$ cat src/rtl/mul_pkg.sv
// rtl/mul_pkg.sv - shared op/state encodings and default latency for the multiply controller
package mul_pkg;

  localparam logic [1:0] MUL_OP_W  = 2'b00;
  localparam logic [1:0] MUL_OP_H  = 2'b01;
  localparam logic [1:0] MUL_OP_HU = 2'b10;

  localparam int MUL_LAT_DEFAULT = 2;

  typedef enum logic [1:0] {
    S_IDLE = 2'b00,
    S_CALC = 2'b01,
    S_DONE = 2'b10
  } mul_state_t;

endpackage

$ cat src/rtl/Mul_33.sv
// rtl/Mul_33.sv - combinational 33x33 signed multiplier, timed as a multicycle path by its controller
module Mul_33 (
  input  logic [32:0] a,
  input  logic [32:0] b,
  output logic [65:0] prod
);

  logic signed [65:0] w_a;
  logic signed [65:0] w_b;

  assign w_a  = {{33{a[32]}}, a};
  assign w_b  = {{33{b[32]}}, b};
  assign prod = w_a * w_b;

endmodule

$ cat src/rtl/mul_ctrl.sv
// rtl/mul_ctrl.sv - MUL.W/MULH.W/MULH.WU sequencer around Mul_33
// Optional zero-operand shortcut is built when MUL_ZERO_BYPASS_EN is defined.
module mul_ctrl
  import mul_pkg::*;
#(
  parameter int LAT   = MUL_LAT_DEFAULT,
  parameter int CNT_W = 4
) (
  input  logic        clk,
  input  logic        rst,
  input  logic        in_valid,
  output logic        in_ready,
  input  logic [1:0]  op,
  input  logic [31:0] src1,
  input  logic [31:0] src2,
  input  logic        flush,
  output logic        out_valid,
  input  logic        out_ready,
  output logic [31:0] out_res,
  output logic        busy
);

  mul_state_t       r_state;
  mul_state_t       w_next;
  logic [CNT_W-1:0] r_cnt;
  logic [32:0]      r_a;
  logic [32:0]      r_b;
  logic [1:0]       r_op;
  logic [31:0]      r_res;
  logic [65:0]      w_prod;
  logic [31:0]      w_sel;
  logic             w_accept;
  logic             w_capture;
  logic             w_zero;
  logic             w_ext1;
  logic             w_ext2;
  logic             w_unused;

  // Only MULH.WU zero-extends; the low word does not depend on the extension.
  assign w_ext1 = (op == MUL_OP_HU) ? 1'b0 : src1[31];
  assign w_ext2 = (op == MUL_OP_HU) ? 1'b0 : src2[31];

`ifdef MUL_ZERO_BYPASS_EN
  assign w_zero = (src1 == 32'd0) || (src2 == 32'd0);
`else
  assign w_zero = 1'b0;
`endif

  Mul_33 u_mul (
    .a    (r_a),
    .b    (r_b),
    .prod (w_prod)
  );

  assign w_sel    = ((r_op == MUL_OP_H) || (r_op == MUL_OP_HU)) ? w_prod[63:32] : w_prod[31:0];
  assign w_unused = ^w_prod[65:64];
  assign out_res  = r_res;

  always_ff @(posedge clk) begin
    if (rst) r_state <= S_IDLE;
    else     r_state <= w_next;
  end

  always_comb begin
    w_next    = r_state;
    in_ready  = 1'b0;
    busy      = 1'b0;
    out_valid = 1'b0;
    w_accept  = 1'b0;
    w_capture = 1'b0;
    case (r_state)
      S_IDLE: begin
        in_ready = !rst;
        w_accept = in_valid && !rst && !flush;
        if (w_accept) w_next = w_zero ? S_DONE : S_CALC;
      end
      S_CALC: begin
        busy = 1'b1;
        if (r_cnt == '0) begin
          w_capture = 1'b1;
          w_next    = S_DONE;
        end
      end
      S_DONE: begin
        busy      = 1'b1;
        out_valid = 1'b1;
        if (out_ready) w_next = S_IDLE;
      end
      default: w_next = S_IDLE;
    endcase
    // Flush wins over accept, capture and completion; out_res keeps its stale value.
    if (flush) begin
      w_next    = S_IDLE;
      w_capture = 1'b0;
    end
  end

  always_ff @(posedge clk) begin
    if (rst) begin
      r_cnt <= '0;
      r_a   <= '0;
      r_b   <= '0;
      r_op  <= MUL_OP_W;
      r_res <= '0;
    end else begin
      if (w_accept) begin
        r_a   <= {w_ext1, src1};
        r_b   <= {w_ext2, src2};
        r_op  <= op;
        r_cnt <= CNT_W'(LAT - 1);
        if (w_zero) r_res <= '0;
      end else if ((r_state == S_CALC) && (r_cnt != '0)) begin
        r_cnt <= r_cnt - 1'b1;
      end
      if (w_capture) r_res <= w_sel;
    end
  end

endmodule
$ cat config.mk
export PLATFORM = sky130hd
export DESIGN_NAME = mul_ctrl
export DESIGN_NICKNAME = d
export VERILOG_FILES = /design/src/rtl/mul_pkg.sv /design/src/rtl/Mul_33.sv /design/src/rtl/mul_ctrl.sv
export SDC_FILE = /design/constraint.sdc
export NUM_CORES = 2
export LEC_CHECK = 0
export CAP_MARGIN = 20
export CORE_ASPECT_RATIO = 0.5
export CORE_MARGIN = 2
export CORE_UTILIZATION = 40
export DETAILED_ROUTE_END_ITERATION = 10
export GPL_TIMING_DRIVEN = 0
export PLACE_DENSITY = 0.64
export SYNTH_ARGS = -nofsm -noshare
export SYNTH_HDL_FRONTEND = slang
export SYNTH_SLANG_ARGS = --single-unit
$ cat constraint.sdc
create_clock -name clk -period 9.5 [get_ports clk]
set_clock_uncertainty 0.1 [all_clocks]
set_input_delay 2.375 -clock clk [delete_from_list [all_inputs] [get_ports clk]]
set_output_delay 2.375 -clock clk [all_outputs]
set_load 0.05 [all_outputs]
==> summary.md <==
| Metric | Value |
|---|---|
| Hold path endpoint | out_res[3] |
| Worst Hold Depth | 2 |
| Hold_buf cts | 0 |
| Leakage | approximately 23 nW |
| Xor and xnor fraction of the mapped netlist area | between 1.5 and 2% |
| Final setup fails | 1 |
| Clk sinks | roughly 110 |
| Seq cells post-synth | 106 |
| Fraction of layout instances using a drive strength above 1 | ~4.7% |
| Via/cell ratio | roughly 5.4 |
| Worst EP required | approximately 9.7 ns |
| Max Freq | between 100 and 150 MHz |
| Synth Area in Adders | about three fifths |
| Core Region | 0.105 mm² |
| Clock Tree Buf Depth | 2 |
| Synthesized cell area | approximately 0.042 mm² |
| Compound-cell area share of the yosys netlist | 4.82% |
| Number of I/O port buffers | around 100 |
| Slew @ Worst Pin | 1.18 ns |
| Ys Warns | 0 |
| Peak supply drop | just under 0.00008 V |
| Post-synthesis cell type count | 63 |
| Die width | 464 µm |
| Post-Synthesis Cells | about 4700 |
| Post-synthesis sequential area ratio | under 10% |
| Mapped Nets | between 6000 and 7000 |
| Initial antenna violation count | 37 |
| Post-detailed-routing wire length | about 180000 µm |
| Min Tclk post-route | 9.50 ns |
| CP arrival | 9.72 ns |
| Number of buffers created by CTS | 9 |
| CTS Root Cell | clkbuf_16 |
| EDFF count, synth | 0 |
| Largest family of logic cells by synthesized area | adder cells |
| Worst Slack Setup Final | -0.00149 ns |
| Largest net degree at the start of global routing | 20 |
| Post-synth ARST share | 0% |
| Global-route wire length before repair | 253000 µm |
| Vias in the first global route | 34900 |
| Worst-path clk slew | 0.09 ns |
| DP HPWL | around 150000 µm |
| Placer congestion estimate | between 1 and 1.5 |
| H-tree depth | 3 |
| Relative slew slack | between 20% and 30% |
| Synth Flop Type | dfxtp_1 |
| Outcome | finished with violations |
| Final Hold Slack | 0.375 ns |
| Worst-skew pair later-pin latency | 0.42 ns |
| DRC viols | 0 |
| Top post-synthesis cells by area | fa_1 (53%), inv_1 (9.7%), and2_1 (7.9%) |
| Top cell type's share of synthesized area | 53.2% |
| Ports | approximately 110 |
| Height of the die | approximately 230 µm |
| Row count | 84 |
| Worst Reg-to-Reg Cells | 24 |
| Area Overhead vs Synth | 9.01% |
| Hold crit path type | flop to flop |
| Max Slew Vio Count | 0 |
| Origin of the critical flop-to-flop path | r_a[4] |
| Crit. End Element | flop |
| R2R setup slack | -0.001 ns |
| CTS tree | yes |
| NumNets Final | 6228 |
| RR Endpoint | out_res[24] |
| Die ar. | roughly 0.11 mm² |
| Tcrit/Tclk final | 100% |
| Hold Crit Start | out_res[3] |
| WL per Instance | roughly 29 µm |
| Vias | between 30000 and 40000 |
| Pwr dens | 39.5 mW/mm² |
| Final core occ | approximately 44% |
| Area leader, netlist | fa_1 |
| Max-Cap Viols | 0 |
| Kind of critical path | flop to flop |
| Gr ovfl total | 0 |
| Mapped Avg Cell Area | 9.05 µm² |
| Power, Total | ~1.8 mW |
| Number of routed nets with antenna violations | 0 |
| Crit Path Max Fanout | 10 |
| Post-synthesis simple-gate area fraction | between 15 and 20% |
| Post-synthesis mux area share | 0.0473% |
| Drt initial violations | between 4000 and 5000 |
| Crit start category | flop |
| Final hold violation count | 0 |
| DRT Pass-1 Iters | 6 |
| Failing checks | setup timing |
| Initial Util | 40.3% |
| Gr usage total | between 30% and 40% |
-- area by class of cell --
type	count	area [µm²]
sequential	106	2160
clock buffer	10	239
timing repair buffer	129	1350
antenna	16	40.0
fill	10400	58800
tap	1419	1780
buffer	256	1170
multi-input combinational	3214	35200
clock inverter	6	82.6
inverter	1099	4140
-- sequential cells by signal, indices dropped and copies added (netlist names) --
name / flops
r_a: 33
r_b: 33
r_cnt: 4
r_state: 2
r_op: 2
out_res: 32
-- how the worst max path moves through the flow --
stage | from | end | slack [ns] | cells after the start
2_1_floorplan | r_b[3] | out_res[27] | 1.40 | 27
3_3_place_gp | r_a[32] | out_res[27] | -1.22 | 26
3_5_place_dp | r_a[32] | out_res[27] | -1.28 | 26
4_1_cts | r_b[6] | out_res[27] | 0.005 | 28
5_1_grt | r_b[9] | out_res[24] | -0.03 | 26
6_report | r_a[4] | out_res[24] | -0.001 | 24
-- critical path: stages (launching register included) --
cell and delay (ns):
dfxtp_1 0.66, clkbuf_1 0.92, and2_1 0.28, fa_1 0.44
fa_1 0.46, fa_1 0.59, fa_1 0.50, fa_1 0.59
fa_1 0.48, fa_1 0.50, inv_1 0.05, fa_1 0.47
inv_1 0.04, ha_1 0.25, clkbuf_1 0.20, a21oi_1 0.35
inv_1 0.07, a211oi_1 0.32, o21ai_0 0.21, a32oi_2 0.45
o21ai_2 0.21, or2_2 0.33, o21ai_0 0.49, o31ai_1 0.17
a211oi_1 0.26
-- kinds of logic after synthesis --
group / count (synthesis)
compound gates: 334
xor+xnor: 76
fa+ha+maj: 1342
buf+inv: 1360
flops: 106
mux: 2
simple gates: 1460
-- placed cells by master (no fill, tap or decap), types with 27 or more instances in the layout --
| master | instances |
|---|---|
| o21ai_0 | 57 |
| nand2_1 | 713 |
| dfxtp_2 | 27 |
| clkdlybuf4s50_1 | 104 |
| inv_1 | 1096 |
| clkbuf_1 | 124 |
| fa_1 | 1123 |
| and2_1 | 533 |
| nor2_1 | 71 |
| ha_1 | 217 |
| nor2b_1 | 31 |
| dfxtp_1 | 78 |
| xnor2_1 | 54 |
| clkbuf_2 | 108 |
| a21oi_1 | 149 |
| a21o_1 | 31 |
-- timing repair --
| item | CTS | global route |
|---|---|---|
| setup buffers | 5 | 9 |
| pin swaps | 1 | 1 |
| resized for setup | 110 | 166 |
| setup endpoints to repair | 16 | 14 |
| gates cloned | 0 | 0 |
-- layer usage --
layer	share of wire, %	wire length, µm	global-route usage (%)	vias to the layer above
li1	-	-	-	13900
met1	43	76600	49.2	17900
met2	41	72400	47.5	1983
met3	13	22500	8.92	303
met4	3.8	6700	10.9	4
met5	0.076	135	0	-
-- synth_stat cells, drive strengths merged, types with 3 or more instances --
library cell,instances
nor2b,31
o31a,3
nand3b,5
and2,533
nand3,17
a211oi,27
nor4b,3
fa,1125
buf,3
o21bai,6
xnor2,57
clkbuf,258
a221o,3
and4,5
nand2b,17
inv,1099
o21ai,60
a31oi,7
a21oi,151
o211ai,11
a221oi,3
nor3b,6
nor2,71
dfxtp,106
o22ai,5
nand4,16
ha,217
a311oi,4
and3,8
or3,3
nand2,714
a21boi,3
xor2,19
nor3,25
a21o,31
nor4,3
-- power breakdown --
part           internal [mW]  switching (mW)
combinational          0.270           0.594
clock                  0.218           0.233
sequential             0.458          0.0508
total                  0.946           0.878
-- through the flow --
stage	setup TNS, ns	area, µm²	setup WS [ns]	cells
detailed placement	-10.03	45300	-1.28	6211
CTS	0	45800	0.00487	6229
global route	-0.0342	46100	-0.0342	6241
finish	-0.00149	46200	-0.00149	6255
floorplan	0	42400	1.40	4680
global placement	-9.57	45200	-1.22	6203
(Power assumes the default switching activity.)
